--- config.mk ---
export PLATFORM = sky130hd
export DESIGN_NAME = muldiv_ctrl_flat
export DESIGN_NICKNAME = d
export VERILOG_FILES = /design/src/rtl/mips_pkg.sv /design/src/rtl/muldiv_ctrl_if.sv /design/src/rtl/muldiv_dp.sv /design/src/rtl/muldiv_ctrl.sv /design/src/flat_wrapper.sv
export SDC_FILE = /design/constraint.sdc
export NUM_CORES = 1
export LEC_CHECK = 0
export CORE_MARGIN = 3
export CORE_UTILIZATION = 34
export CTS_BUF_LIST = sky130_fd_sc_hd__clkbuf_16
export CTS_CLUSTER_DIAMETER = 60
export DETAILED_ROUTE_END_ITERATION = 7
export GPL_ROUTABILITY_DRIVEN = 0
export HOLD_SLACK_MARGIN = 0.15
export PLACE_DENSITY_LB_ADDON = 0.05
export SYNTH_ARGS = -nofsm -noshare
export SYNTH_HDL_FRONTEND = slang
export SYNTH_SLANG_ARGS = --single-unit
--- constraint.sdc ---
create_clock -name clk -period 6.3 [get_ports clk]
set_input_delay 0.945 -clock clk [delete_from_list [all_inputs] [get_ports clk]]
set_output_delay 0.945 -clock clk [all_outputs]
set_load 0.1 [all_outputs]
--- src/rtl/mips_pkg.sv ---
// Shared definitions for the multiply/divide unit: op encodings, FSM states,
// default iteration count and small operand helpers.
package mips_pkg;

    localparam int ITER_DEFAULT = 32;

    typedef enum logic [1:0] {
        OP_MULT  = 2'b00,
        OP_MULTU = 2'b01,
        OP_DIV   = 2'b10,
        OP_DIVU  = 2'b11
    } md_op_t;

    typedef enum logic [1:0] {
        ST_IDLE = 2'd0,
        ST_CALC = 2'd1,
        ST_FIX  = 2'd2
    } md_state_t;

    // Divides are the upper half of the op encoding.
    function automatic logic op_is_div(input md_op_t op);
        return op[1];
    endfunction

    // MULT and DIV are signed; the U variants have bit 0 set.
    function automatic logic op_is_signed(input md_op_t op);
        return ~op[0];
    endfunction

    // Absolute value for signed ops. 0x8000_0000 maps to itself, which read
    // as unsigned is exactly 2^31, so the 64-bit path never overflows.
    function automatic logic [31:0] magnitude(input logic [31:0] v, input logic is_signed);
        return (is_signed && v[31]) ? (~v + 32'd1) : v;
    endfunction

endpackage

--- src/rtl/muldiv_ctrl_if.sv ---
// Pipeline-to-muldiv bus: EX-stage issue, HI/LO moves and the unit's status.
interface muldiv_ctrl_if;

    logic        start;
    logic [1:0]  op;
    logic [31:0] rs_data;
    logic [31:0] rt_data;
    logic        mthi;
    logic        mtlo;
    logic [31:0] wdata;
    logic        rd_hilo;
    logic        flush;
    logic        busy;
    logic        stall;
    logic        done;
    logic [31:0] hi;
    logic [31:0] lo;

    // Pipeline side.
    modport master (
        output start, op, rs_data, rt_data, mthi, mtlo, wdata, rd_hilo, flush,
        input  busy, stall, done, hi, lo
    );

    // Multiply/divide unit side.
    modport slave (
        input  start, op, rs_data, rt_data, mthi, mtlo, wdata, rd_hilo, flush,
        output busy, stall, done, hi, lo
    );

endinterface

--- src/rtl/muldiv_dp.sv ---
// Combinational datapath: one shift-add / restoring shift-subtract step on the
// 64-bit working register, plus final sign correction of the result.
module muldiv_dp
    import mips_pkg::*;
(
    input  md_op_t      op,
    input  logic [63:0] work,      // multiply: {acc, multiplier}; divide: {rem, quotient}
    input  logic [31:0] opnd,      // multiplicand or divisor magnitude
    input  logic        neg_res,   // operand signs differed on a signed op
    input  logic        neg_rem,   // dividend was negative on a signed divide
    input  logic        div_zero,  // work already holds the divide-by-zero result
    output logic [63:0] step,
    output logic [31:0] res_hi,
    output logic [31:0] res_lo
);

    logic [32:0] sum;
    logic [32:0] part;
    logic [31:0] diff;
    logic [63:0] prod;

    // One iteration of the multiply or divide recurrence.
    always_comb begin
        // NOTE: every combinational output gets a default first so no path
        // through the branches leaves it unassigned and infers a latch.
        step = work;
        sum  = '0;
        part = '0;
        diff = '0;
        if (op_is_div(op)) begin
            // Shift the remainder left; the bit leaving work[63] is kept as part[32].
            part = work[63:31];
            diff = part[31:0] - opnd;
            if (part >= {1'b0, opnd}) begin
                step = {diff, work[30:0], 1'b1};
            end else begin
                step = {work[62:0], 1'b0};
            end
        end else begin
            // Add the multiplicand when the current multiplier bit is set, then shift right.
            sum  = {1'b0, work[63:32]} + (work[0] ? {1'b0, opnd} : 33'd0);
            step = {sum, work[31:1]};
        end
    end

    // Sign correction applied to the finished magnitude result.
    always_comb begin
        prod   = neg_res ? -work : work;
        res_hi = prod[63:32];
        res_lo = prod[31:0];
        if (div_zero) begin
            res_hi = work[63:32];
            res_lo = work[31:0];
        end else if (op_is_div(op)) begin
            res_lo = neg_res ? -work[31:0]  : work[31:0];
            res_hi = neg_rem ? -work[63:32] : work[63:32];
        end
    end

endmodule

--- src/rtl/muldiv_ctrl.sv ---
// Iterative multiply/divide unit: FSM, iteration counter, HI/LO registers and
// the pipeline handshake. The arithmetic step lives in muldiv_dp.
module muldiv_ctrl
    import mips_pkg::*;
#(
    parameter int ITER = ITER_DEFAULT
) (
    input  logic         clk,
    input  logic         rst,
    muldiv_ctrl_if.slave bus
);

    localparam int                CNT_W    = (ITER > 1) ? $clog2(ITER) : 1;
    localparam logic [CNT_W-1:0]  CNT_LAST = CNT_W'(ITER - 1);

    md_state_t        state;
    logic [CNT_W-1:0] cnt;
    logic [31:0]      hi_q;
    logic [31:0]      lo_q;
    logic             done_q;

    md_op_t           op_q;
    logic [63:0]      work;
    logic [31:0]      opnd;
    logic             neg_res;
    logic             neg_rem;
    logic             div_zero;

    md_op_t           op_in;
    logic             in_signed;
    logic             rt_zero;
    logic             accept;
    logic             busy;

    logic [63:0]      step;
    logic [31:0]      res_hi;
    logic [31:0]      res_lo;

    assign op_in     = md_op_t'(bus.op);
    assign in_signed = op_is_signed(op_in);
    assign rt_zero   = op_is_div(op_in) && (bus.rt_data == 32'd0);
    // A flush in IDLE kills the instruction presenting start.
    assign accept    = (state == ST_IDLE) && bus.start && !bus.flush;

    // Control FSM, iteration counter, HI/LO and the done pulse.
    always_ff @(posedge clk or posedge rst) begin
        if (rst) begin
            state  <= ST_IDLE;
            cnt    <= '0;
            hi_q   <= '0;
            lo_q   <= '0;
            done_q <= 1'b0;
        end else begin
            // NOTE: state is updated with non-blocking assignments so every
            // register samples the pre-edge values, as the hardware does.
            done_q <= 1'b0;
            if (bus.flush) begin
                state <= ST_IDLE;
                cnt   <= '0;
            end else begin
                unique case (state)
                    ST_IDLE: begin
                        if (bus.start) begin
                            // start wins over a simultaneous MTHI/MTLO.
                            cnt   <= '0;
                            state <= rt_zero ? ST_FIX : ST_CALC;
                        end else begin
                            if (bus.mthi) hi_q <= bus.wdata;
                            if (bus.mtlo) lo_q <= bus.wdata;
                        end
                    end
                    ST_CALC: begin
                        cnt <= cnt + CNT_W'(1);
                        if (cnt == CNT_LAST) state <= ST_FIX;
                    end
                    ST_FIX: begin
                        hi_q   <= res_hi;
                        lo_q   <= res_lo;
                        done_q <= 1'b1;
                        state  <= ST_IDLE;
                    end
                    default: state <= ST_IDLE;
                endcase
            end
        end
    end

    // Operand latch and working register; reloaded on every accepted start.
    always_ff @(posedge clk) begin
        // NOTE: no reset here on purpose: these are only read after an
        // accepted start has loaded them, so reset would only cost routing.
        if (accept) begin
            op_q     <= op_in;
            neg_res  <= in_signed & (bus.rs_data[31] ^ bus.rt_data[31]);
            neg_rem  <= in_signed & bus.rs_data[31];
            div_zero <= rt_zero;
            if (rt_zero) begin
                work <= {bus.rs_data, 32'hFFFF_FFFF};
                opnd <= bus.rt_data;
            end else if (op_is_div(op_in)) begin
                work <= {32'd0, magnitude(bus.rs_data, in_signed)};
                opnd <= magnitude(bus.rt_data, in_signed);
            end else begin
                work <= {32'd0, magnitude(bus.rt_data, in_signed)};
                opnd <= magnitude(bus.rs_data, in_signed);
            end
        end else if (state == ST_CALC) begin
            work <= step;
        end
    end

    muldiv_dp u_dp (
        .op       (op_q),
        .work     (work),
        .opnd     (opnd),
        .neg_res  (neg_res),
        .neg_rem  (neg_rem),
        .div_zero (div_zero),
        .step     (step),
        .res_hi   (res_hi),
        .res_lo   (res_lo)
    );

    assign busy      = (state != ST_IDLE);
    assign bus.busy  = busy;
    assign bus.stall = busy & (bus.start | bus.rd_hilo | bus.mthi | bus.mtlo);
    assign bus.done  = done_q;
    assign bus.hi    = hi_q;
    assign bus.lo    = lo_q;

endmodule

--- src/flat_wrapper.sv ---
// flat-port wrapper written by rule: the top's interface ports become plain ports
module muldiv_ctrl_flat import mips_pkg::*;
#(
    parameter int ITER = ITER_DEFAULT
)
  (clk, rst, bus_start, bus_op, bus_rs_data, bus_rt_data, bus_mthi, bus_mtlo, bus_wdata, bus_rd_hilo, bus_flush, bus_busy, bus_stall, bus_done, bus_hi, bus_lo);
  muldiv_ctrl_if bus_i ();
  input  logic clk;
  input  logic rst;
  input wire logic [$bits(bus_i.start)-1:0] bus_start;
  input wire logic [$bits(bus_i.op)-1:0] bus_op;
  input wire logic [$bits(bus_i.rs_data)-1:0] bus_rs_data;
  input wire logic [$bits(bus_i.rt_data)-1:0] bus_rt_data;
  input wire logic [$bits(bus_i.mthi)-1:0] bus_mthi;
  input wire logic [$bits(bus_i.mtlo)-1:0] bus_mtlo;
  input wire logic [$bits(bus_i.wdata)-1:0] bus_wdata;
  input wire logic [$bits(bus_i.rd_hilo)-1:0] bus_rd_hilo;
  input wire logic [$bits(bus_i.flush)-1:0] bus_flush;
  output wire logic [$bits(bus_i.busy)-1:0] bus_busy;
  output wire logic [$bits(bus_i.stall)-1:0] bus_stall;
  output wire logic [$bits(bus_i.done)-1:0] bus_done;
  output wire logic [$bits(bus_i.hi)-1:0] bus_hi;
  output wire logic [$bits(bus_i.lo)-1:0] bus_lo;
  assign bus_i.start = bus_start;
  assign bus_i.op = bus_op;
  assign bus_i.rs_data = bus_rs_data;
  assign bus_i.rt_data = bus_rt_data;
  assign bus_i.mthi = bus_mthi;
  assign bus_i.mtlo = bus_mtlo;
  assign bus_i.wdata = bus_wdata;
  assign bus_i.rd_hilo = bus_rd_hilo;
  assign bus_i.flush = bus_flush;
  assign bus_busy = bus_i.busy;
  assign bus_stall = bus_i.stall;
  assign bus_done = bus_i.done;
  assign bus_hi = bus_i.hi;
  assign bus_lo = bus_i.lo;
  muldiv_ctrl #(.ITER(ITER)) u_core (.clk(clk), .rst(rst), .bus(bus_i));
endmodule
* Word-level counts from Yosys, hierarchy flattened
Cells that the tools add are included.
** Cells by class
- Magnitude comparators :: 1
- Equal/unequal tests :: 8
- Multiplexer cells :: 34
- Add/sub/neg operators :: 8
- Reductions and logical operators :: 16
- Bitwise operators :: 11
** Operators by type and width (number)
- $mux W32 :: 16
- $mux W64 :: 6
- $pmux W32 S2 :: 2
- $add A32 B1 Y32 const B :: 2
- $neg A32 Y32 :: 2
- $neg A64 Y64 :: 1
- $not A32 Y32 :: 2
- $add A32 B32 Y33 :: 1
- $ge A33 B32 Y1 :: 1
- $logic_not A32 Y1 :: 1
- $sub A32 B32 Y32 :: 1
- $mux W5 :: 2
- $pmux W5 S2 :: 1
- $mux W2 :: 4
- $reduce_and A4 Y1 :: 2
- $ne A2 B2 Y1 const B :: 3
- $reduce_bool A2 Y1 :: 3
- $add A5 B1 Y5 const B :: 1
- $eq A5 B5 Y1 const B :: 1
- $logic_and A1 B1 Y1 :: 5
- $pmux W2 S2 :: 1
- $reduce_and A2 Y1 :: 2
- $and A1 B1 Y1 :: 3
- $ne A3 B2 Y1 const B :: 1
- 10 further kinds :: 14
** Word-level totals
- Output and inout bits :: 67
- Word-level logic and storage cells :: 89
- Bits in registers :: 173
- Input port bits :: 105

* Depth between registers and ports, before layout
Gate-level depths: netlist (run 1).
- Depth in word-level cells :: 6
- Mapped depth :: 14

* By module
A second synthesis (run 1) with hierarchy kept.
** Second synthesis, totals
- Cell total of the unflattened synthesis :: 1851
- Area, all modules :: 15662.5 um^2
** Modules (own cells, without submodules)
- muldiv_ctrl :: cells each 873, instances 1, sequential area each 4834.6 um^2, area each 9266.4 um^2
- muldiv_dp :: cells each 978, instances 1, sequential area each 0.0 um^2, area each 6396.1 um^2

* Worst setup path before layout (run 1)
Ideal clock, no wire load.
- Path type :: register -> register
- From :: reg u_core.state[0]
- To :: reg u_core.work[0], enable pin
- Cell stages (with the launch flop) :: 9
- Slack :: 2.243 ns
- Required time :: 5.607 ns
- Path buffers :: 4
- Data arrival time :: 3.364 ns
- Path through :: dfrtp_1 -> clkbuf_1 -> nor2_1 -> inv_1 -> or3_1 -> clkbuf_1 -> clkbuf_1 -> clkbuf_1 -> nand2_1
** Between the ends
- Longest elaborated chain between the ends :: 4
** RTL lines
- from (decl) :: line muldiv_ctrl.sv:16 : md_state_t state;
- from (signal assigned) :: line muldiv_ctrl.sv:66 : state <= rt_zero ? ST_FIX : ST_CALC;
- $logic_not A2 Y1 :: line muldiv_ctrl.sv:43 : assign accept = (state == ST_IDLE) && bus.start && !bus.flush;
- $logic_and A1 B1 Y1 (2 in a row) :: line muldiv_ctrl.sv:43
- $reduce_bool A2 Y1 (no line) *
- to (signal assigned) :: line muldiv_ctrl.sv:98 : work <= {bus.rs_data, 32'hFFFF_FFFF};
- to (signal assigned) :: line muldiv_ctrl.sv:101 : work <= {32'd0, magnitude(bus.rs_data, in_signed)};
- to (signal assigned) :: line muldiv_ctrl.sv:104 : work <= {32'd0, magnitude(bus.rt_data, in_signed)};
- to (decl) :: line muldiv_ctrl.sv:23 : logic [63:0] work;
Every way passes the cells marked *; elsewhere a longest branch is shown, timed or not.
A chain may end at the register's enable or synchronous reset.

* Worst setup path in the final report (run 1)
- From :: reg u_core.work[0]
- To :: reg u_core.work[62] (data pin)
** Between the ends
- Longest elaborated chain between the ends :: 5
** RTL lines
- $mux W32 :: line muldiv_dp.sv:41 : sum = {1'b0, work[63:32]} + (work[0] ? {1'b0, opnd} : 33'd0);
- $add A32 B32 Y33 :: line muldiv_dp.sv:41
- $mux W64 :: line muldiv_dp.sv:30 : if (op_is_div(op)) begin
- $mux W64 :: line muldiv_ctrl.sv:107 : end else if (state == ST_CALC) begin
- $mux W64 :: line muldiv_ctrl.sv:92 : if (accept) begin
No other way between the ends. The select of a mux whose other input is x is not followed.

==> results.yml, run 1 <==
hold_path:
  hold_class: "register to register"
pwr:
  leakage_nw: 7.237
  power_density_nw_per_um2: 349.1
  p_clk_share_pct: 16.7
  switching_share_pct: 49.75
  power.internal_mw: 3.156
  share_seq_of_total_power_pct: 29.6
  finalPower_mw: 6.280
  switchingPower_mw: 3.124
  p_comb_share_pct: 53.8
  max-vdd-ir-drop_mv: 0.1908
routing:
  drt_iter0_drc: 1378
  drt_pass1_iterations: 6
  vias_per_cell: 5.786
  remaining_drc_errors: 0
  wirelength_um: 62880
  ant_nets: 0
  num_vias: 14800
  wl_per_cell_um: 24.58
yosys:
  syn-num-nets: 2013
  synth_edf_count: 100
  avgSynthCellArea_um2: 8.240
  ys_async_sr_fraction_pct: 41.86
  ys_top_cells_by_count: "nor2_1, nand2_1, a21oi_1"
  synthTopCellsByArea: "edfxtp_1, dfrtp_1, mux2i_1"
  syn-cell-area_um2: 15130
  yosys.area.top_type_share_pct: 19.85
  yosysTopAreaCell: "edfxtp_1"
  synthDistinctLibCells: 78
  ys_warn_count: 0
  synth_seq_cells: 172
  syn-instance-count: 1836
  synth_seq_area_share_pct: 31.76
  yosysMostFrequentCell: "nor2_1"
  synth-main-ff-cell: "edfxtp_1"
sta:
  fmax_mhz: 215.4
  timing.final.crit_share_pct: 73.68
  hold_viol: 0
  worst_slew_pin_slew_ns: 1.050
  rsz0062_at_grt: "no"
  setup_violations: 0
  tns_ns: 0
  drv_slew: 0
  fin_skew_ns: 0.01618
  worst_hold_slack_ns: 0.4736
  fin_crit_ns: 4.642
  slew_headroom_pct: 29.76
cts:
  htree_levels: 4
  ctsHoldBuffers: 0
  clk_pin_slew_ns: 0.07
  post_cts_buffers: 0
  clock_path_buffers: 2
  cts-root-buf: "clkbuf_16"
  cts_num_sinks: 172
  cts_tree: "yes"
  cts_buffers: 17
  insertion_delay_ns: 0.46
  ctsResizeCount: 0
global_route:
  grt_pass1_wl_um: 93080
  grt_max_degree: 73
  overflow: 0
  gr-usage-all-layers_pct: 26.21
  grt_pass1_vias: 14390
  antenna_found_initial: 2
worst_setup_path:
  cp_max_fo: 32
  crit_required_ns: 6.47
  start_kind: "register"
  arrival_ns: 4.81
  endpoint_kind: "register"
  critical_path_class: "register to register"
die:
  num_rows: 76
  die_width_um: 216.9
  start_util_pct: 34.74
  dieHeight_um: 216.9
  core_um2: 43550
  io_pins: 172
  die-area_um2: 47060
finish:
  regArea_um2: 4805
  nets: 2135
  syn_to_final_growth_pct: 18.92
  fill_cells: 4589
  drive_above_1_share_pct: 4.617
  multi_input_area_um2: 9733
run:
  maxCapViolations: 0
place:
  port_buffers: 171
  dp_hpwl_um: 49420
status:
  status: "finished clean"
==> worst max-delay path: stages (launching register included) <==
cell	delay (ns)
edfxtp_1	0.47
inv_1	0.08
buf_4	0.37
nor2_1	0.15
ha_1	0.32
a211oi_1	0.41
o211ai_1	0.19
a2111oi_0	0.81
o31ai_1	0.30
a21oi_1	0.47
o311ai_0	0.27
mux2i_1	0.16
a221oi_1	0.21
o21ai_0	0.13
==> power groups by stage <==
| stage | Clock [mW] | Combinational [mW] | Sequential (mW) |
|---|---|---|---|
| after floorplan | 0 | 1.77 | 2.34 |
| after global placement | 0 | 3.34 | 1.86 |
| after detailed placement | 0 | 3.35 | 1.86 |
| after CTS | 1.07 | 3.36 | 1.84 |
| after global routing | 1.11 | 3.64 | 1.87 |
| final | 1.05 | 3.38 | 1.86 |
==> worst paths after layout <==
check | startpoint | to | slack (ns) | cells after the start
max in group asynchronous | rst | u_core.bus.hi[25] | 4.55 | 3
hold / removal | u_core.bus.hi[10] | u_core.bus.hi[10] | 0.47 | 2
min in group asynchronous | rst | u_core.bus.hi[12] | 1.11 | 3
setup / recovery | u_core.work[0] | u_core.work[62] | 1.66 | 13
hold reg to reg | u_core.bus.hi[10] | u_core.bus.hi[10] | 0.47 | 2
setup reg to reg | u_core.work[0] | u_core.work[62] | 1.66 | 13
==> final cells by class <==
cell class	instances	area share, %
Antenna cell	2	0.02782
Clock buffer	17	2.365
Clock inverter	15	0.6816
Inverter	75	1.565
Multi-Input combinational cell	1497	54.10
Sequential cell	172	26.71
Tap cell	585	4.068
Timing Repair Buffer	195	10.49
==> flip-flops by register name (all words and copies together), names as in the netlist <==
signal           count
u_core.work         64
u_core.bus.hi       32
u_core.bus.lo       32
u_core.opnd         32
u_core.cnt           5
u_core.state         2
u_core.bus.done      1
u_core.div_zero      1
u_core.neg_rem       1
u_core.neg_res       1
u_core.op_q          1
==> metrics by stage <==
stage	worst slack (ns)	util (%)	instances	instance area, um^2
finish	1.658	41.31	2558	17990
global route	1.345	41.30	2556	17990
CTS	1.820	41.30	2556	17990
detailed placement	1.717	40.04	2524	17440
global placement	1.721	40.04	2524	17440
floorplan	2.243	-	1836	15130
==> kinds of logic after synthesis <==
| logic type | share of synthesized area, % |
|---|---|
| AOI/OAI and AO/OA | 23.29 |
| muxes | 6.377 |
| DFF | 31.76 |
| buffers and inverters | 4.160 |
| adders and majority gates | 6.054 |
| xor gates and xnor gates | 9.726 |
| and+or+nand+nor | 18.63 |
==> cells in the final DEF (no fill, tap or decap), drive strengths merged, types with 11 or more instances in the layout <==
master         count
mux2i             93
o21ai            122
and3              16
o41ai             13
clkbuf            17
clkdlybuf4s50    170
o21a              12
nor3              35
nor4              25
or3               16
or4               11
a21o              38
a22oi             23
nand2            178
ha                70
dfrtp             72
xnor2             91
xor2              77
edfxtp           100
nand4             11
inv               78
o211ai            22
nor2             224
a21oi            152
nor2b             16
nand3             35
a31oi             19
o31ai             72
buf               25
==> routing by layer <==
layer / GRT usage [%] / part of all wire, % / up-vias
li1: - / - / 6975
met1: 36.17 / 45 / 7183
met2: 42.29 / 46 / 557
met3: 3.979 / 6.3 / 85
met4: 8.458 / 3.2 / 0
met5: 0 / 0 / -
(Power assumes the default switching activity.)
==> run 2, diff against run 1 <==
clock period = 4.41 ns   (was 6.3 ns; I/O delays follow)
==> run 2 against run 1 <==
  * Sequential power is 34% higher
  * Sequential share of layout area is 0.62 points lower
  * Worst hold slack better by 0.0023 ns
  * Highest routed layer is now met5
  * Count of clock-buffer cells in the layout stayed put
  * Critical endpoint is now u_core.work[58]
  * Clock power is 47% higher
  * Die area stayed put
==> results.yml, run 2 (synthesis results as in run 1) <==
sta:
  rsz0062_at_grt: "no"
  fin_skew_ns: 0.01504
  timing.final.crit_share_pct: 92.84
  hold_viol: 0
  worst_slew_pin_slew_ns: 1.045
  slew_headroom_pct: 30.09
  tns_ns: 0
  fin_crit_ns: 4.094
  setup_violations: 0
  drv_slew: 0
  fmax_mhz: 244.2
worst_setup_path:
  reg2regPathDepth: 14
  cp_max_fo: 13
  crit_chain: "inv_1 > nor2_1 > ha_1 > a21o_1 > a221o_1 > a2111oi_0 > buf_4 > o31ai_1 > a21oi_1 > buf_4 > o31ai_1 > xnor2_1 > a22oi_1 > o21ai_0"
  cp_slowest_cell: "a2111oi_0"
  reg2reg_to: "u_core.work[58]"
  cp_num_buf_inv: 3
  crit_end: "u_core.work[58]"
  path_delay_family: "compound AO/OA/AOI/OAI gates"
  crit_cells: 14
  r2r-start: "u_core.work[0]"
  max_stage_delay_ns: 0.48
  start_kind: "register"
  r2r_slack_ns: 0.32
  arrival_ns: 4.30
  critical_path_class: "register to register"
  endpoint_kind: "register"
  crit_required_ns: 4.62
  crit_path_start: "u_core.work[0]"
finish:
  antenna_cells: 0
  mostFrequentLayoutCells: "nor2_1, nand2_1, clkdlybuf4s50_1"
  mostFrequentLayoutCell: "nor2_1"
  nets: 2187
  regMostFlops: "u_core.work"
  fin_area_um2: 18420
  drive_above_1_share_pct: 7.069
  largest_reg_flops: 64
  syn_to_final_growth_pct: 21.75
cts:
  ctsResizeCount: 0
  htree_levels: 4
  post_cts_buffers: 0
  cts_num_sinks: 172
  clock_path_buffers: 2
  cts-root-buf: "clkbuf_16"
  ctsHoldBuffers: 0
  cts_buffers: 17
  insertion_delay_ns: 0.47
  clk_pin_slew_ns: 0.08
  cts_tree: "yes"
place:
  post_dp_cell_area_um2: 17860
  port_buffers: 171
  dp_hpwl_um: 50410
pwr:
  power_density_nw_per_um2: 498.7
  finalPower_mw: 9.185
  max-vdd-ir-drop_mv: 0.2251
  leakage_nw: 7.510
die:
  start_util_pct: 34.74
  dieHeight_um: 216.9
  num_rows: 76
  io_pins: 172
  die-area_um2: 47060
  die_width_um: 216.9
  core_um2: 43550
routing:
  ant_nets: 0
  wirelength_um: 63270
  vias_per_cell: 5.731
  drt_iter0_drc: 1268
  num_vias: 14950
  wl_per_cell_um: 24.26
  drt_pass1_iterations: 7
  remaining_drc_errors: 0
global_route:
  antenna_found_initial: 1
  grt_pass1_vias: 14520
  overflow: 0
  gr-usage-all-layers_pct: 26.52
  grt_pass1_wl_um: 94010
  grt_max_degree: 57
hold_path:
  hold_depth: 2
  hold_class: "register to register"
status:
  status: "finished clean"
run:
  maxCapViolations: 0
run 2: how the worst min path moves through the flow:
stage	from	slack (ns)	to
after global placement	u_core.bus.hi[28]	0.46	u_core.bus.hi[28]
after global routing	u_core.bus.hi[16]	0.49	u_core.bus.hi[16]
after detailed placement	u_core.bus.hi[6]	0.46	u_core.bus.hi[6]
after CTS	u_core.bus.hi[6]	0.48	u_core.bus.hi[6]
after floorplan	u_core.cnt[4]	0.50	u_core.cnt[4]
final	u_core.bus.hi[8]	0.48	u_core.bus.hi[8]
run 2: cell type report:
| class | instances | area (um^2) |
|---|---|---|
| Inverter | 75 | 281.5 |
| Clock buffer | 17 | 425.4 |
| Clock inverter | 15 | 133.9 |
| Fill cell | 4538 | 25130 |
| Tap cell | 585 | 732.0 |
| Sequential cell | 172 | 4805 |
| Timing Repair Buffer | 247 | 2312 |
| Multi-Input combinational cell | 1497 | 9729 |
run 2: layer usage:
metal	wire, um	GRT usage (%)
met1	28310	36.02
met3	3950	4.161
met4	2871	11.63
met5	9	0
met2	28130	41.90
run 2: report_power, final:
group          switching [mW]  internal, mW
combinational            3.39          1.77
sequential              0.387          2.10
clock                   0.757         0.788
run 2: worst register-to-register path, cell delays in order, from the launching register on:
cell,delay [ns]
edfxtp_1,0.39
inv_1,0.44
nor2_1,0.12
ha_1,0.38
a21o_1,0.24
a221o_1,0.36
a2111oi_0,0.48
buf_4,0.21
o31ai_1,0.11
a21oi_1,0.33
buf_4,0.20
o31ai_1,0.09
xnor2_1,0.13
a22oi_1,0.23
o21ai_0,0.12
run 2: through the flow:
step	cells	worst slack, ns	utilization [%]	hold slack [ns]
after floorplan	1836	0.3526	-	0.4977
after global placement	2576	0.2679	41.01	0.4604
after detailed placement	2576	0.2283	41.01	0.4648
after CTS	2608	0.3569	42.29	0.4805
after global routing	2608	0.1058	42.29	0.4920
final	2608	0.3158	42.29	0.4758
==> run 3, diff against run 2 <==
DONT_BUFFER_PORTS = 1   (was default)
==> run 3 against run 2 <==
  * Critical endpoint is now u_core.work[62]
  * Maximum frequency increased by 1.3%
  * Utilization shrank 4.2 points
  * Sequential share of layout area is 2.9 points higher
  * Highest routed layer is now met4
  * Largest power group unchanged
  * Cell area is 10% lower
  * Worst setup slack improved by 0.054 ns
  * Global-route usage down 0.075 points
  * Combinational power shrank 29%
  * Clock skew fell by 0.0039 ns
==> results.yml, run 3 (synthesis results as in run 1) <==
cts:
  cts_tree: "yes"
  ctsHoldBuffers: 0
  cts-root-buf: "clkbuf_16"
  cts_num_sinks: 172
  insertion_delay_ns: 0.47
  cts_buffers: 17
  ctsResizeCount: 0
  post_cts_buffers: 0
  clock_path_buffers: 2
  htree_levels: 4
  clk_pin_slew_ns: 0.07
global_route:
  antenna_found_initial: 2
  overflow: 0
  use_met1_pct: 34.64
  use_met2_pct: 41.85
  met3_usage_pct: 6.144
  grt_max_degree: 55
  grt_pass1_vias: 13850
  gr-usage-all-layers_pct: 26.45
  busiest_layer: "met2"
  grt_pass1_wl_um: 92430
routing:
  wirelength_um: 63190
  remaining_drc_errors: 0
  drt_pass1_iterations: 5
  ant_nets: 0
  num_vias: 14200
  wl_per_cell_um: 26.16
  drt_iter0_drc: 1057
  vias_per_cell: 5.875
die:
  core_um2: 43550
  dieHeight_um: 216.9
  die-area_um2: 47060
  die_width_um: 216.9
  io_pins: 172
  num_rows: 76
  start_util_pct: 34.74
worst_setup_path:
  r2r_slack_ns: 0.37
  arrival_ns: 4.25
  critical_path_class: "register to register"
  crit_path_start: "u_core.work[0]"
  crit_cells: 12
  reg2regPathDepth: 12
  crit_chain: "clkinvlp_4 > nor2_1 > ha_1 > a21o_1 > a221o_1 > a2111oi_1 > o31ai_1 > a21oi_2 > o311ai_0 > mux2i_1 > a221oi_1 > o21ai_0"
  endpoint_kind: "register"
  cp_max_fo: 14
  cp_slowest_cell: "a2111oi_1"
  path_delay_family: "compound AO/OA/AOI/OAI gates"
  reg2reg_to: "u_core.work[62]"
  r2r-start: "u_core.work[0]"
  start_kind: "register"
  cp_num_buf_inv: 1
  crit_end: "u_core.work[62]"
  max_stage_delay_ns: 0.57
  crit_required_ns: 4.62
finish:
  antenna_cells: 0
  multi_input_area_um2: 9738
  regMostFlops: "u_core.work"
  mostFrequentLayoutCell: "nor2_1"
  drive_above_1_share_pct: 6.718
  largest_reg_flops: 64
  regArea_um2: 4805
  mostFrequentLayoutCells: "nor2_1, nand2_1, a21oi_1"
  fin_util_pct: 38.05
  fin_area_um2: 16570
  fill_cells: 4614
  nets: 1995
  syn_to_final_growth_pct: 9.527
sta:
  fin_crit_ns: 4.040
  worst_slew_pin_slew_ns: 1.074
  timing.final.crit_share_pct: 91.61
  drv_slew: 0
  rsz0062_at_grt: "no"
  hold_viol: 0
  setup_violations: 0
  tns_ns: 0
  fmax_mhz: 247.5
  fin_skew_ns: 0.01113
  slew_headroom_pct: 28.40
run:
  maxCapViolations: 0
pwr:
  leakage_nw: 6.745
  max-vdd-ir-drop_mv: 0.2486
  power_density_nw_per_um2: 530.9
place:
  post_dp_cell_area_um2: 15960
  dp_hpwl_um: 50710
  port_buffers: 0
hold_path:
  hold_class: "input pin to register"
status:
  status: "finished clean"
## run 3: how the worst min path moves through the flow
| stage | end | slack (ns) | startpoint | cells after the start |
|---|---|---|---|---|
| after global routing | u_core.cnt[4] | 0.23 | bus_flush | 1 |
| after floorplan | u_core.cnt[4] | 0.50 | u_core.cnt[4] | 2 |
| after global placement | u_core.cnt[4] | 0.53 | u_core.cnt[4] | 2 |
| final | u_core.cnt[2] | 0.25 | bus_flush | 1 |
| after detailed placement | u_core.cnt[4] | 0.55 | u_core.cnt[4] | 2 |
| after CTS | u_core.cnt[2] | 0.23 | bus_flush | 1 |
## run 3: area by class of cell
cell class,count,share of cell area [%]
Clock buffer,19,2.869
Inverter,75,1.722
Timing Repair Buffer,55,2.492
Sequential cell,172,29.00
Clock inverter,13,0.7325
Multi-Input combinational cell,1497,58.77
Tap cell,585,4.417
## run 3: routing by layer
layer | routed length [um] | share of wire, % | vias up
li1 | - | - | 6722
met1 | 27210 | 43 | 6878
met2 | 28240 | 45 | 495
met3 | 4868 | 7.7 | 100
met4 | 2875 | 4.5 | 0
met5 | 0 | 0 | -
## run 3: report_power, final
group          internal (mW)  switching [mW]  total [mW]
Combinational           1.42            2.26        3.68
Clock                  0.856           0.740        1.60
Sequential              2.08            1.44        3.52
## run 3: stage by stage
stage                     instances  power, mW  setup slack, ns  hold WS, ns
final                          2416      8.797           0.3699       0.2538
after floorplan                1836      5.882           0.3526       0.4977
after CTS                      2416      8.797          0.05317       0.2271
after detailed placement       2384      7.182          0.09366       0.5458
after global placement         2384      7.177           0.2083       0.5313
after global routing           2416      9.288          0.03075       0.2331
## run 3: worst register-to-register path: stages, from the launching register on
cell and delay (ns):
edfxtp_1 0.40, clkinvlp_4 0.32, nor2_1 0.22, ha_1 0.32, a21o_1 0.24, a221o_1 0.36, a2111oi_1 0.57, o31ai_1 0.30
a21oi_2 0.36, o311ai_0 0.23, mux2i_1 0.16, a221oi_1 0.21, o21ai_0 0.11
